<file path="src/rtl/udma_rx_channel.sv">
// uDMA RX channel: moves peripheral RX beats into aligned L2 word writes and
// tracks the programmed transfer (address, bytes left, pending/continuous reload).
module udma_rx_channel #(
    parameter int L2_WIDTH_NOAL = 19,
    parameter int TRANS_SIZE    = 20,
    parameter int DATA_SIZE     = 32
) (
    input  logic                     sys_clk_i,
    input  logic                     rstn_i,
    input  logic [L2_WIDTH_NOAL-1:0] cfg_startaddr_i,
    input  logic [TRANS_SIZE-1:0]    cfg_size_i,
    input  logic                     cfg_continuous_i,
    input  logic                     cfg_en_i,
    input  logic                     cfg_clr_i,
    output logic                     cfg_en_o,
    output logic                     cfg_pending_o,
    output logic [L2_WIDTH_NOAL-1:0] cfg_curr_addr_o,
    output logic [TRANS_SIZE-1:0]    cfg_bytes_left_o,
    input  logic [DATA_SIZE-1:0]     data_i,
    input  logic [1:0]               data_datasize_i,
    input  logic                     data_valid_i,
    output logic                     data_ready_o,
    output logic                     l2_req_o,
    input  logic                     l2_gnt_i,
    output logic [L2_WIDTH_NOAL-1:0] l2_addr_o,
    output logic [31:0]              l2_wdata_o,
    output logic [3:0]               l2_be_o,
    output logic                     eot_o
);

    typedef enum logic {IDLE, RUN} state_t;

    state_t                   state, state_next;
    logic [L2_WIDTH_NOAL-1:0] curr_addr, start_addr, pend_addr, wr_addr;
    logic [TRANS_SIZE-1:0]    bytes_left, start_size, pend_size;
    logic                     continuous, pend_cont, pend_valid;
    logic                     buf_valid, orphan, eot;
    logic [31:0]              wr_data;
    logic [3:0]               wr_be;
    logic [2:0]               wr_nbytes, beat_nbytes;

    logic beat_fire, gnt_fire, status_gnt, last_gnt;
    logic en_ok, start_idle, en_run;

    function automatic logic [2:0] size_bytes(input logic [1:0] ds);
        case (ds)
            2'd0:    return 3'd1;
            2'd1:    return 3'd2;
            default: return 3'd4;
        endcase
    endfunction

    function automatic logic [3:0] byte_en(input logic [2:0] n, input logic [1:0] off);
        logic [7:0] mask;
        mask = (8'd1 << n) - 8'd1;
        mask = mask << off;
        return mask[3:0];
    endfunction

    always_comb begin
        beat_nbytes = size_bytes(data_datasize_i);
        if (bytes_left < TRANS_SIZE'(beat_nbytes))
            beat_nbytes = bytes_left[2:0];
    end

    // Orphaned writes (left over from an abort) retire without touching status.
    always_comb begin
        beat_fire  = data_valid_i & data_ready_o & ~cfg_clr_i;
        gnt_fire   = buf_valid & l2_gnt_i;
        status_gnt = gnt_fire & ~orphan & ~cfg_clr_i;
        last_gnt   = status_gnt & (bytes_left == TRANS_SIZE'(wr_nbytes));
        en_ok      = cfg_en_i & ~cfg_clr_i & (cfg_size_i != '0);
        start_idle = en_ok & (state == IDLE);
        en_run     = en_ok & (state == RUN) & ~pend_valid;
    end

    always_comb begin
        state_next = state;
        case (state)
            IDLE: if (start_idle) state_next = RUN;
            RUN: begin
                if (cfg_clr_i)
                    state_next = IDLE;
                else if (last_gnt & ~pend_valid & ~en_run & ~continuous)
                    state_next = IDLE;
            end
            default: state_next = IDLE;
        endcase
    end

    always_ff @(posedge sys_clk_i or negedge rstn_i) begin
        if (!rstn_i) state <= IDLE;
        else         state <= state_next;
    end

    always_ff @(posedge sys_clk_i or negedge rstn_i) begin
        if (!rstn_i) begin
            curr_addr  <= '0;
            start_addr <= '0;
            pend_addr  <= '0;
            bytes_left <= '0;
            start_size <= '0;
            pend_size  <= '0;
            continuous <= 1'b0;
            pend_cont  <= 1'b0;
            pend_valid <= 1'b0;
            buf_valid  <= 1'b0;
            orphan     <= 1'b0;
            eot        <= 1'b0;
            wr_addr    <= '0;
            wr_data    <= '0;
            wr_be      <= '0;
            wr_nbytes  <= '0;
        end else begin
            eot <= last_gnt;

            if (beat_fire) begin
                buf_valid <= 1'b1;
                wr_addr   <= {curr_addr[L2_WIDTH_NOAL-1:2], 2'b00};
                wr_data   <= data_i << {curr_addr[1:0], 3'b000};
                wr_be     <= byte_en(beat_nbytes, curr_addr[1:0]);
                wr_nbytes <= beat_nbytes;
            end
            if (gnt_fire) begin
                buf_valid <= 1'b0;
                orphan    <= 1'b0;
            end
            if (status_gnt) begin
                curr_addr  <= curr_addr + L2_WIDTH_NOAL'(wr_nbytes);
                bytes_left <= bytes_left - TRANS_SIZE'(wr_nbytes);
            end

            // Transfer bookkeeping; later assignments override the grant update above.
            if (cfg_clr_i) begin
                pend_valid <= 1'b0;
                bytes_left <= '0;
                if (buf_valid & ~l2_gnt_i) orphan <= 1'b1;
            end else if (start_idle) begin
                curr_addr  <= cfg_startaddr_i;
                start_addr <= cfg_startaddr_i;
                bytes_left <= cfg_size_i;
                start_size <= cfg_size_i;
                continuous <= cfg_continuous_i;
            end else if (last_gnt) begin
                if (pend_valid) begin
                    curr_addr  <= pend_addr;
                    start_addr <= pend_addr;
                    bytes_left <= pend_size;
                    start_size <= pend_size;
                    continuous <= pend_cont;
                    pend_valid <= 1'b0;
                end else if (en_run) begin
                    curr_addr  <= cfg_startaddr_i;
                    start_addr <= cfg_startaddr_i;
                    bytes_left <= cfg_size_i;
                    start_size <= cfg_size_i;
                    continuous <= cfg_continuous_i;
                end else if (continuous) begin
                    curr_addr  <= start_addr;
                    bytes_left <= start_size;
                end
            end else if (en_run) begin
                pend_valid <= 1'b1;
                pend_addr  <= cfg_startaddr_i;
                pend_size  <= cfg_size_i;
                pend_cont  <= cfg_continuous_i;
            end
        end
    end

    assign cfg_en_o         = (state == RUN);
    assign cfg_pending_o    = pend_valid;
    assign cfg_curr_addr_o  = curr_addr;
    assign cfg_bytes_left_o = bytes_left;
    assign data_ready_o     = (state == RUN) & ~buf_valid;
    assign l2_req_o         = buf_valid;
    assign l2_addr_o        = wr_addr;
    assign l2_wdata_o       = wr_data;
    assign l2_be_o          = wr_be;
    assign eot_o            = eot;

endmodule
</file>
<file path="config.mk">
export PLATFORM = sky130hd
export DESIGN_NAME = udma_rx_channel
export DESIGN_NICKNAME = d
export VERILOG_FILES = /design/src/rtl/udma_rx_channel.sv
export SDC_FILE = /design/constraint.sdc
export NUM_CORES = 1
export LEC_CHECK = 0
export ABC_CLOCK_PERIOD_IN_PS = 6150
export BUFFER_PORTS_ARGS = -buffer_cell sky130_fd_sc_hd__buf_4
export CAP_MARGIN = 20
export CORE_AREA = 2 2 143 145
export CTS_CLUSTER_SIZE = 25
export DETAILED_ROUTE_END_ITERATION = 12
export DIE_AREA = 0 0 145 147
export HOLD_SLACK_MARGIN = 0.06
export PLACE_DENSITY_LB_ADDON = 0.25
export SYNTH_ARGS = -nofsm -noshare
export SYNTH_HDL_FRONTEND = slang
export SYNTH_SLANG_ARGS = --single-unit
</file>
<file path="constraint.sdc">
create_clock -name sys_clk_i -period 6.15 [get_ports sys_clk_i]
set_input_delay 0.615 -clock sys_clk_i [delete_from_list [all_inputs] [get_ports sys_clk_i]]
set_output_delay 0.615 -clock sys_clk_i [all_outputs]
set_load 0.02 [all_outputs]
</file>
Yosys cells after proc, flatten, opt, wreduce, memory -nomap -nowiden

Index checks and enable logic that the tools add are counted.

Register bits after elaboration: 180
Output and inout bits: 99
Logic and storage cells: 103
Bits of input ports: 80

Magnitude comparators: 1
Bitwise gates (word level): 26
Eq/ne operators: 3
Add/sub/neg operators: 3
Reductions and logical operators: 9
Shift operators: 3
Multiplexer cells: 41

Operator list:

| kind                  | count |
|---|---|
| $mux W20              | 11 |
| $mux W19              | 11 |
| $shl A32 B5 Y32       | 1 |
| $eq A20 B3 Y1         | 1 |
| $lt A20 B3 Y1         | 1 |
| $reduce_bool A20 Y1   | 1 |
| $sub A20 B3 Y20       | 1 |
| $add A19 B3 Y19       | 1 |
| $and A1 B1 Y1         | 16 |
| $mux W1               | 16 |
| $not A1 Y1            | 10 |
| $shl A1 B3 Y8 const A | 1 |
| $shl A8 B2 Y4         | 1 |
| $sub A8 B1 Y8 const B | 1 |
| $pmux W3 S2           | 1 |
| $reduce_bool A3 Y1    | 2 |
| $reduce_and A4 Y1     | 1 |
| $reduce_bool A2 Y1    | 2 |
| $mux W3               | 1 |
| $reduce_and A3 Y1     | 1 |
| $eq A2 B1 Y1 const B  | 1 |
| $logic_not A2 Y1      | 1 |
| $ne A2 B2 Y1 const B  | 1 |
| $pmux W1 S2           | 1 |
| $reduce_and A2 Y1     | 1 |

Depth between registers and ports, before layout

Gate-level depths: netlist of run 1.

Word-level depth: 11
Gate-level depth with buffers: 13
Gate-level depth less buffers: 12

Worst setup path before layout of run 1

No wires, ideal clock.

Path kind: register -> register
Start: register bytes_left[7] (netlist: cfg_bytes_left_o[7])
End: register start_addr[0]
Setup slack: 3.404 ns
Arrival: 2.621 ns
Required time: 6.025 ns
Path buffers: 2
Setup time: 0.125 ns
Cell stages (with the launch flop): 9
Clock period less this slack: 2.746 ns
Cells stage by stage: dfrtp_1 -> nor4_4 -> nand4_1 -> or4_1 -> buf_6 -> a21o_1 -> a21oi_4 -> buf_12 -> mux2_4

Cells in the longest elaborated chain, start to end: 4

Ends and longest elaborated chain:

| element                      | line | RTL |
|---|---|---|
| start, declared              | 35   | `logic [TRANS_SIZE-1:0] bytes_left, start_size, pend_size;` |
| start signal, assigned       | 130  | `bytes_left <= bytes_left - TRANS_SIZE'(wr_nbytes);` |
| start signal, assigned       | 141  | `bytes_left <= cfg_size_i;` |
| start signal, assigned       | 148  | `bytes_left <= pend_size;` |
| $eq A20 B3 Y1                | 71   | `last_gnt = status_gnt & (bytes_left == TRANS_SIZE'(wr_nbytes));` |
| $and A1 B1 Y1                | 71   |  |
| $reduce_bool A2 Y1 (no line) | --   |  |
| $reduce_and A3 Y1 (no line)  | --   |  |
| end signal, assigned         | 140  | `start_addr <= cfg_startaddr_i;` |
| end signal, assigned         | 147  | `start_addr <= pend_addr;` |
| end signal, assigned         | 154  | `start_addr <= cfg_startaddr_i;` |
| end, declared                | 34   | `logic [L2_WIDTH_NOAL-1:0] curr_addr, start_addr, pend_addr, wr_addr;` |

Every way passes these cells.
A chain may end at the register's enable or synchronous reset.

Final worst setup path of run 1

Start: register bytes_left[14] (netlist: cfg_bytes_left_o[14])
End: register start_addr[16]

Same word-level chain as after synthesis.

==> results of run 1 <==
[power by group through the flow]
stage               Clock [mW]  Sequential (mW)  Combinational, mW
floorplan                    0             1.81              0.663
global placement             0             1.68               1.28
detailed placement           0             1.69               1.31
CTS                       1.11             1.67               1.31
global route              1.16             1.72               1.42
finish                    1.10             1.68               1.32
[registers in the layout, summed over array words and instances (netlist names), 3 cells and up, named ones only]
register / flops
wr_nbytes: 3
start_addr: 19
pend_addr: 19
cfg_bytes_left_o: 20
cfg_curr_addr_o: 19
l2_addr_o: 17
l2_wdata_o: 32
pend_size: 20
l2_be_o: 4
start_size: 20
[final cells by class]
class                           count  area, um^2
Timing Repair Buffer              193        1500
Clock inverter                     15         164
Clock buffer                       17         425
Inverter                           23        86.3
Multi-Input combinational cell    720        5420
Antenna cell                        1        2.50
Sequential cell                   180        4510
Fill cell                        1653        7400
Tap cell                          270         338
[path summary, 6_finish.rpt]
| kind | to | cells past startpoint | startpoint |
|---|---|---|---|
| setup reg to reg | start_addr[16] | 8 | cfg_bytes_left_o[14] |
| hold reg to reg | l2_wdata_o[15] | 2 | l2_wdata_o[15] |
| min in group asynchronous | async pin | 2 | rstn_i |
| setup / recovery | start_addr[16] | 8 | cfg_bytes_left_o[14] |
| max in group asynchronous | pend_addr[10] | 3 | rstn_i |
| hold / removal | flop | 2 | l2_gnt_i |
[worst register-to-register path, stage by stage (launching register included)]
cell     delay, ns
dfrtp_1       0.43
nor4_1        0.61
nand4_1       0.20
or4_1         0.54
buf_4         0.26
a21o_1        0.26
a21oi_4       0.69
buf_12        0.31
mux2_4        0.34
[cells by family (layout without fill, tap and decap cells)]
family,Yosys count,in the layout,share of synthesized area [%]
AOI/OAI and AO/OA,278,278,18.1
muxes,160,160,18.3
and+or+nand+nor,235,235,11.4
other,1,3,0.0363
adders and majority gates,11,11,1.48
DFF,180,180,43.6
buffers and inverters,94,248,4.29
xor gates and xnor gates,34,34,2.88
[layer usage]
metal	wire length [um]	vias up
li1	-	3988
met2	14400	500
met1	13100	4399
met4	726	0
met5	0	-
met3	2880	73
[Yosys cell counts, types with 3 or more instances]
cell,number,share of area [%]
buf_1,8,0.29
mux2_4,33,4.8
or4_1,6,0.44
buf_4,3,0.22
o211ai_1,13,0.94
nor2_1,40,1.5
o32ai_1,3,0.25
a221oi_1,22,1.9
a21oi_1,59,2.9
clkbuf_1,46,1.7
nand2_1,87,3.2
inv_1,22,0.80
nand4_1,8,0.48
a22o_1,6,0.51
o21bai_1,13,0.94
nor3_1,20,0.97
nand2b_1,11,0.67
mux2i_1,29,2.8
o22ai_1,10,0.61
ha_1,9,1.1
a32oi_1,5,0.42
nor2b_1,10,0.61
a31oi_1,8,0.48
mux2_2,93,10
a22oi_1,6,0.44
a211oi_1,13,0.94
o21ai_0,63,3.1
mux2_1,5,0.54
o31ai_1,13,0.94
buf_2,9,0.44
nor4_1,20,1.2
nand3_1,11,0.53
xor2_1,23,1.9
a221o_1,9,0.87
o21a_1,3,0.22
xnor2_1,11,0.93
a21o_1,7,0.51
dfrtp_1,180,44
buf_12,3,0.58
o2111ai_1,5,0.42
or3_1,4,0.24
[per-stage QoR]
step           total power, mW  util (%)  instances  setup slack [ns]
2_1_floorplan             2.47         -        994              3.40
3_3_place_gp              2.96      59.4       1383              2.46
3_5_place_dp              3.00      59.4       1383              2.42
4_1_cts                   4.10      62.4       1415              2.50
5_1_grt                   4.29      62.7       1418              2.29
6_report                  4.10      62.7       1419              2.41
==> flow_metrics.py, run 1 <==
metrics = {
    "sta": {
        "setup_tns_ns": 0,
        "hold_viol": 0,
        "setup-violations-final": 0,
        "relSlewSlack_pct": 24.5,
        "rsz0062_at_grt": "false",
        "finalCriticalPeriod_ns": 3.74,
        "min_period_over_period_pct": 60.8,
        "final_max_slew_viol_count": 0,
        "fmax_ghz": 0.268,
        "worst_pin_slew_ns": 1.13,
        "finalClockSkew_ns": 0.0108,
        "holdWs_ns": 0.382,
    },
    "detailed_routing": {
        "drc": 0,
        "via_per_inst": 6.31,
        "num_vias": 8960,
        "ant_nets": 0,
        "wire_per_inst_um": 21.9,
        "dr.pass1.iters": 6,
        "finalWirelength_mm": 31.1,
        "drt_iter0_markers": 969,
    },
    "logic_synthesis": {
        "syn_area_um2": 10300,
        "ys_seq_area_share_pct": 43.6,
        "synth_edf_count": 0,
        "avgSynthCellArea_um2": 10.4,
        "ys_seq_elements": 180,
        "async_reset_ff_share_pct": 100,
        "synth_cells": 993,
        "synth_ff_type": "dfrtp_1",
        "ys_warn_count": 0,
        "synth.distinct_cells": 74,
    },
    "floorplan": {
        "io_pins": 179,
        "die_w_um": 145,
        "die_area_um2": 21300,
        "die_y_um": 147,
        "rows": 52,
        "initial_utilization_pct": 52.1,
        "placeableCoreArea_um2": 19800,
    },
    "clock_network": {
        "cts_tree": "yes",
        "ctsResizeCount": 0,
        "postCtsSetupBuffers": 0,
        "cts-root-buf": "clkbuf_16",
        "clockBufferDepth": 2,
        "cts_made_buffers": 17,
        "cts.clk_slew.worst_paths_ns": 0.07,
        "cts_hold_buf": 0,
        "htreeDepth": 4,
        "clkLatencyLatePin_ns": 0.44,
        "clock_sinks": 180,
    },
    "power_and_ir_drop": {
        "ir_drop_mv": 0.224,
        "cellLeakagePower_nw": 5.53,
        "seqPwrFrac_pct": 41.0,
        "swShare_pct": 35.4,
        "powerDensity_nw_per_um2": 330,
        "intPower_mw": 2.65,
        "p_switching_mw": 1.45,
        "p_comb_share_pct": 32.2,
        "clkPwrFrac_pct": 26.9,
    },
    "placed_design": {
        "place_congestion": 0.927,
        "hpwl_mm": 20.9,
        "placed_area_um2": 11800,
        "placement.io_buffers": 176,
    },
    "cells_and_area": {
        "drive_gt1_share_pct": 31.8,
        "fin_nets": 1226,
        "design_area_um2": 12400,
        "final_common_cell": "buf_4",
        "mostFrequentLayoutCells": "buf_4 (188), dfrtp_1 (179), mux2_2 (93), nand2_1 (86), o21ai_0 (63)",
        "syn2layout_area_growth_pct": 20.4,
    },
    "critical_path": {
        "cp_top_family": "simple AND/OR/NAND/NOR gates",
        "required_ns": 6.48,
        "path_class": "flop to flop",
        "crit_path_top_delay_cell": "a21oi_4",
        "path_max_fanout": 28,
        "cp-end-kind": "flop",
        "start_kind": "flop",
        "cp.arrival_ns": 4.07,
        "timing.critical_path.slowest_cell_delay_ns": 0.69,
        "rrSetupSlack_ns": 2.41,
        "cp.buffers_inverters": 2,
        "crit_chain": "nor4_1, nand4_1, or4_1, buf_4, a21o_1, a21oi_4, buf_12, mux2_4",
    },
    "grt": {
        "grt_pass1_wl_mm": 48.7,
        "globalRouteMet3Util_pct": 6.40,
        "met1_usage_pct": 40.2,
        "grt_pass1_vias": 8639,
        "grt_max_degree": 111,
        "antenna_found_initial": 0,
        "use_met2_pct": 45.1,
        "grtUsageTotal_pct": 28.9,
        "grt.busiest_layer": "met2",
        "grt_overflow": 0,
    },
    "worst_hold_path": {
        "hp-class": "primary input to flop",
    },
    "outcome": {
        "status": "finished clean",
    },
    "flow_run": {
        "drv_cap": 0,
    },
}
No activity file was read; power rests on OpenSTA's default activity.
==> run 2: changes to the inputs <==
--- a/config.mk
+++ b/config.mk
@@ -5,7 +5,7 @@
 export SDC_FILE = /design/constraint.sdc
 export NUM_CORES = 1
 export LEC_CHECK = 0
-export ABC_CLOCK_PERIOD_IN_PS = 6150
+export ABC_CLOCK_PERIOD_IN_PS = 3910
 export BUFFER_PORTS_ARGS = -buffer_cell sky130_fd_sc_hd__buf_4
 export CAP_MARGIN = 20
 export CORE_AREA = 2 2 143 145
==> constraint.sdc (replaced) <==
create_clock -name sys_clk_i -period 3.91 [get_ports sys_clk_i]
set_input_delay 0.391 -clock sys_clk_i [delete_from_list [all_inputs] [get_ports sys_clk_i]]
set_output_delay 0.391 -clock sys_clk_i [all_outputs]
set_load 0.02 [all_outputs]
==> run 2 against run 1 <==
Maximum frequency up 13%. Total power rose by 58%. Via count fell by 0.71%. Critical path type unchanged. Largest power group unchanged.
==> flow_metrics.py, run 2 (synthesized netlist as in run 1, its figures left out) <==
metrics = {
    "outcome": {
        "status": "finished clean",
    },
    "floorplan": {
        "rows": 52,
        "initial_utilization_pct": 52.1,
        "placeableCoreArea_um2": 19800,
        "io_pins": 179,
        "die_area_um2": 21300,
        "die_y_um": 147,
        "die_w_um": 145,
    },
    "sta": {
        "fmax_ghz": 0.302,
        "setup-violations-final": 0,
        "hold_viol": 0,
        "finalCriticalPeriod_ns": 3.31,
        "worst_pin_slew_ns": 0.938,
        "rsz0062_at_grt": "false",
        "final_max_slew_viol_count": 0,
        "setup_tns_ns": 0,
        "relSlewSlack_pct": 37.2,
        "min_period_over_period_pct": 84.6,
        "finalClockSkew_ns": 0.00990,
    },
    "power_and_ir_drop": {
        "power_mw": 6.49,
        "cellLeakagePower_nw": 5.58,
        "ir_drop_mv": 0.336,
        "powerDensity_nw_per_um2": 518,
    },
    "clock_network": {
        "ctsResizeCount": 0,
        "clock_sinks": 180,
        "clockBufferDepth": 2,
        "cts_tree": "yes",
        "postCtsSetupBuffers": 0,
        "cts-root-buf": "clkbuf_16",
        "cts_made_buffers": 17,
        "htreeDepth": 4,
        "clkLatencyLatePin_ns": 0.44,
        "cts.clk_slew.worst_paths_ns": 0.07,
    },
    "cells_and_area": {
        "mostFrequentLayoutCells": "buf_4 (197), dfrtp_1 (179), mux2_2 (93), nand2_1 (86), o21ai_0 (63)",
        "drive_gt1_share_pct": 32.3,
        "design_area_um2": 12500,
        "antenna_cells": 0,
        "largest_register_ffs": 32,
        "n_fill_cell": 1651,
        "syn2layout_area_growth_pct": 21.0,
        "final_common_cell": "buf_4",
        "fin_nets": 1235,
        "fin_cells": 1427,
    },
    "critical_path": {
        "critical_path.most_common_cell": "buf_4",
        "cp-end-kind": "flop",
        "path_max_fanout": 27,
        "cp.arrival_ns": 3.63,
        "required_ns": 4.24,
        "timing.critical_path.slowest_cell_delay_ns": 0.58,
        "start_kind": "flop",
        "crit_path_top_delay_cell": "or4_1",
        "crit_chain": "nor4_4, nand4_1, or4_1, buf_4, a21o_1, a21oi_4, buf_4, mux2_4",
        "path_class": "flop to flop",
    },
    "placed_design": {
        "placed_area_um2": 11900,
        "dp_cells": 1393,
        "placement.io_buffers": 176,
        "place_congestion": 0.907,
        "hpwl_mm": 21.1,
    },
    "detailed_routing": {
        "dr.pass1.iters": 6,
        "drt_iter0_markers": 809,
        "finalWirelength_mm": 30.3,
        "num_vias": 8896,
        "drc": 0,
        "via_per_inst": 6.23,
        "wire_per_inst_um": 21.2,
        "ant_nets": 0,
    },
    "grt": {
        "grt_max_degree": 107,
        "antenna_found_initial": 0,
        "grt_overflow": 0,
        "grt_pass1_wl_mm": 48.3,
        "grt_pass1_vias": 8757,
        "grtUsageTotal_pct": 28.6,
    },
    "worst_hold_path": {
        "hp-class": "primary input to flop",
    },
    "flow_run": {
        "drv_cap": 0,
    },
}
==> run 2: changes by cell type in the layout (fill, tap and decap cells not counted), sizes merged <==
cell      delta
inv          -1
diode        -1
buf          +9
clkinvlp     -1
clkinv       +1
bufinv       +1
==> run 2: worst paths after layout <==
path | from | endpoint | slack (ns) | cells after the start
max | cfg_bytes_left_o[7] | start_addr[11] | 0.60 | 8
min | l2_gnt_i | flop | 0.16 | 2
max reg2reg | cfg_bytes_left_o[7] | start_addr[11] | 0.60 | 8
min reg2reg | l2_wdata_o[20] | l2_wdata_o[20] | 0.48 | 2
max in group asynchronous | rstn_i | l2_addr_o[9] | 2.49 | 4
min in group asynchronous | rstn_i | l2_wdata_o[14] | 0.34 | 2
==> run 2: layer usage <==
layer  share of wire [%]  track usage (%)
met5                   0                0
met4                 2.4             9.65
met3                 7.8             6.24
met2                  47             46.1
met1                  43             38.8
==> run 2: worst max-delay path, delay by kind of cell (launching register included) <==
kind	cells	cell delay, ns
AO/OA/AOI/OAI	2	0.36
multiplexers	1	0.34
AND/OR/NAND/NOR	3	1.29
buffers and inverters	2	0.65
flip-flops	1	0.54
==> run 2: cell type report <==
cell class / instances / area, um^2 / area share (%)
sequential: 180 / 4510 / 36.0
clock inverter: 15 / 169 / 1.35
timing repair buffer: 202 / 1570 / 12.5
tap: 270 / 338 / 2.70
inverter: 23 / 86.3 / 0.690
clock buffer: 17 / 425 / 3.40
multi-input combinational: 720 / 5420 / 43.3
==> run 2: repair_timing <==
action | in CTS | in global routing
hold buffers | 0 | 1
hold endpoints to repair | 0 | 11
setup endpoints to repair | 0 | 0
==> run 2: power by group <==
| part | internal, mW | switching [mW] |
|---|---|---|
| logic | 0.969 | 1.10 |
| clock network | 0.960 | 0.810 |
| registers | 2.30 | 0.347 |
==> run 2: stage by stage <==
stage	hold WS [ns]	utilization, %	setup slack, ns
after detailed placement	0.467	59.9	0.682
after CTS	0.128	62.8	0.653
after global routing	0.163	63.0	0.483
final	0.160	63.0	0.603
after global placement	0.461	59.9	0.713
after floorplan	0.0954	-	1.16
==> run 3: changes to the inputs <==
--- a/config.mk
+++ b/config.mk
@@ -5,7 +5,7 @@
 export SDC_FILE = /design/constraint.sdc
 export NUM_CORES = 1
 export LEC_CHECK = 0
-export ABC_CLOCK_PERIOD_IN_PS = 3910
+export ABC_CLOCK_PERIOD_IN_PS = 3300
 export BUFFER_PORTS_ARGS = -buffer_cell sky130_fd_sc_hd__buf_4
 export CAP_MARGIN = 20
 export CORE_AREA = 2 2 143 145
==> constraint.sdc (replaced) <==
create_clock -name sys_clk_i -period 3.3 [get_ports sys_clk_i]
set_input_delay 0.33 -clock sys_clk_i [delete_from_list [all_inputs] [get_ports sys_clk_i]]
set_output_delay 0.33 -clock sys_clk_i [all_outputs]
set_load 0.02 [all_outputs]
==> run 3 against run 2 <==
Critical path depth stayed put. Wire length is 3.4% higher. Total power is 19% higher. Register-to-register slack worse by 0.43 ns.
==> flow_metrics.py, run 3 (synthesized netlist as in run 1, its figures left out) <==
metrics = {
    "detailed_routing": {
        "ant_nets": 0,
        "dr.pass1.iters": 6,
        "drt_iter0_markers": 810,
        "drc": 0,
        "wire_per_inst_um": 21.7,
        "num_vias": 9027,
        "finalWirelength_mm": 31.3,
        "via_per_inst": 6.27,
    },
    "placed_design": {
        "place_worst_setup_slack_ns": 0.388,
        "hpwl_mm": 21.7,
        "placed_area_um2": 12000,
        "dp_cells": 1407,
        "place_congestion": 0.943,
        "placement.io_buffers": 176,
    },
    "clock_network": {
        "cts_made_buffers": 17,
        "cts_hold_buf": 1,
        "clkLatencyLatePin_ns": 0.43,
        "postCtsSetupBuffers": 0,
        "cts_tree": "yes",
        "clockBufferDepth": 2,
        "cts-root-buf": "clkbuf_16",
        "htreeDepth": 4,
        "cts.clk_slew.worst_paths_ns": 0.07,
        "ctsResizeCount": 0,
        "clock_sinks": 180,
    },
    "critical_path": {
        "path_class": "flop to flop",
        "crit_path_top_delay_cell": "or4_1",
        "cp_top_family": "simple AND/OR/NAND/NOR gates",
        "required_ns": 3.60,
        "timing.critical_path.slowest_cell_delay_ns": 0.59,
        "start_kind": "flop",
        "cp.buffers_inverters": 2,
        "cp.arrival_ns": 3.43,
        "cp-end-kind": "flop",
        "crit_chain": "nor4_1, nand4_1, or4_1, clkinv_1, buf_4, nand2_2, a221oi_1, a211oi_1",
        "path_max_fanout": 20,
    },
    "cells_and_area": {
        "drive_gt1_share_pct": 33.1,
        "largest_register_ffs": 32,
        "fin_util_pct": 63.6,
        "fin_nets": 1248,
        "antenna_cells": 0,
        "n_fill_cell": 1635,
        "mostFrequentLayoutCells": "buf_4 (209), dfrtp_1 (179), mux2_2 (93), nand2_1 (86), o21ai_0 (63)",
        "syn2layout_area_growth_pct": 22.1,
        "final_common_cell": "buf_4",
        "design_area_um2": 12600,
        "multi_input_area_um2": 5420,
        "fin_cells": 1440,
        "final-seq-area_um2": 4510,
    },
    "power_and_ir_drop": {
        "cellLeakagePower_nw": 5.65,
        "powerDensity_nw_per_um2": 611,
        "power_mw": 7.71,
        "ir_drop_mv": 0.425,
    },
    "floorplan": {
        "io_pins": 179,
        "initial_utilization_pct": 52.1,
        "die_area_um2": 21300,
        "die_y_um": 147,
        "rows": 52,
        "die_w_um": 145,
        "placeableCoreArea_um2": 19800,
    },
    "sta": {
        "relSlewSlack_pct": 47.6,
        "fmax_ghz": 0.319,
        "worst_pin_slew_ns": 0.783,
        "fin_ws_ns": 0.168,
        "setup_tns_ns": 0,
        "rsz0062_at_grt": "false",
        "final_max_slew_viol_count": 0,
        "holdWs_ns": 0.112,
        "setup-violations-final": 0,
        "finalCriticalPeriod_ns": 3.13,
        "hold_viol": 0,
        "finalClockSkew_ns": 0.00949,
        "min_period_over_period_pct": 94.9,
    },
    "grt": {
        "antenna_found_initial": 1,
        "grt_max_degree": 77,
        "grt_pass1_vias": 8901,
        "grtUsageTotal_pct": 29.7,
        "grt_overflow": 0,
        "grt_pass1_wl_mm": 50.3,
    },
    "worst_hold_path": {
        "hp-class": "primary input to flop",
    },
    "outcome": {
        "status": "finished clean",
    },
    "flow_run": {
        "drv_cap": 0,
    },
}
-- run 3: where the power goes --
| group | total [mW] | internal, mW | switching [mW] |
|---|---|---|---|
| sequential | 3.11 | 2.72 | 0.389 |
| clock | 2.09 | 1.17 | 0.918 |
| combinational | 2.51 | 1.16 | 1.34 |
| total | 7.71 | 5.06 | 2.65 |
-- run 3: worst paths after layout --
kind	from	to	slack, ns	cells past startpoint
max	cfg_bytes_left_o[12]	cfg_bytes_left_o[4]	0.17	8
min	l2_gnt_i	l2_req_o	0.11	2
max reg2reg	cfg_bytes_left_o[12]	cfg_bytes_left_o[4]	0.17	8
min reg2reg	l2_wdata_o[10]	l2_wdata_o[10]	0.48	2
max in group asynchronous	rstn_i	pend_addr[11]	2.05	3
min in group asynchronous	rstn_i	l2_wdata_o[10]	0.48	2
-- run 3: area by class of cell --
cell class	count	area share [%]
Timing Repair Buffer	215	13.2
Clock inverter	13	1.16
Inverter	23	0.684
Sequential cell	180	35.7
Clock buffer	19	3.59
Tap cell	270	2.68
Multi-Input combinational cell	720	42.9
-- run 3: layer usage --
metal	vias up	share of wire, %	track usage [%]	wire, um
met4	2	2.4	9.01	760
met1	4461	42	41.0	13100
met2	469	47	48.0	14900
li1	4030	-	-	-
met5	-	0.042	0	13
met3	65	8.2	5.78	2570
-- run 3: worst reg2reg max path: stages (launching register included) --
cell      delay (ns)
dfrtp_1         0.46
nor4_1          0.54
nand4_1         0.16
or4_1           0.59
clkinv_1        0.09
buf_4           0.27
nand2_2         0.36
a221oi_1        0.38
a211oi_1        0.14
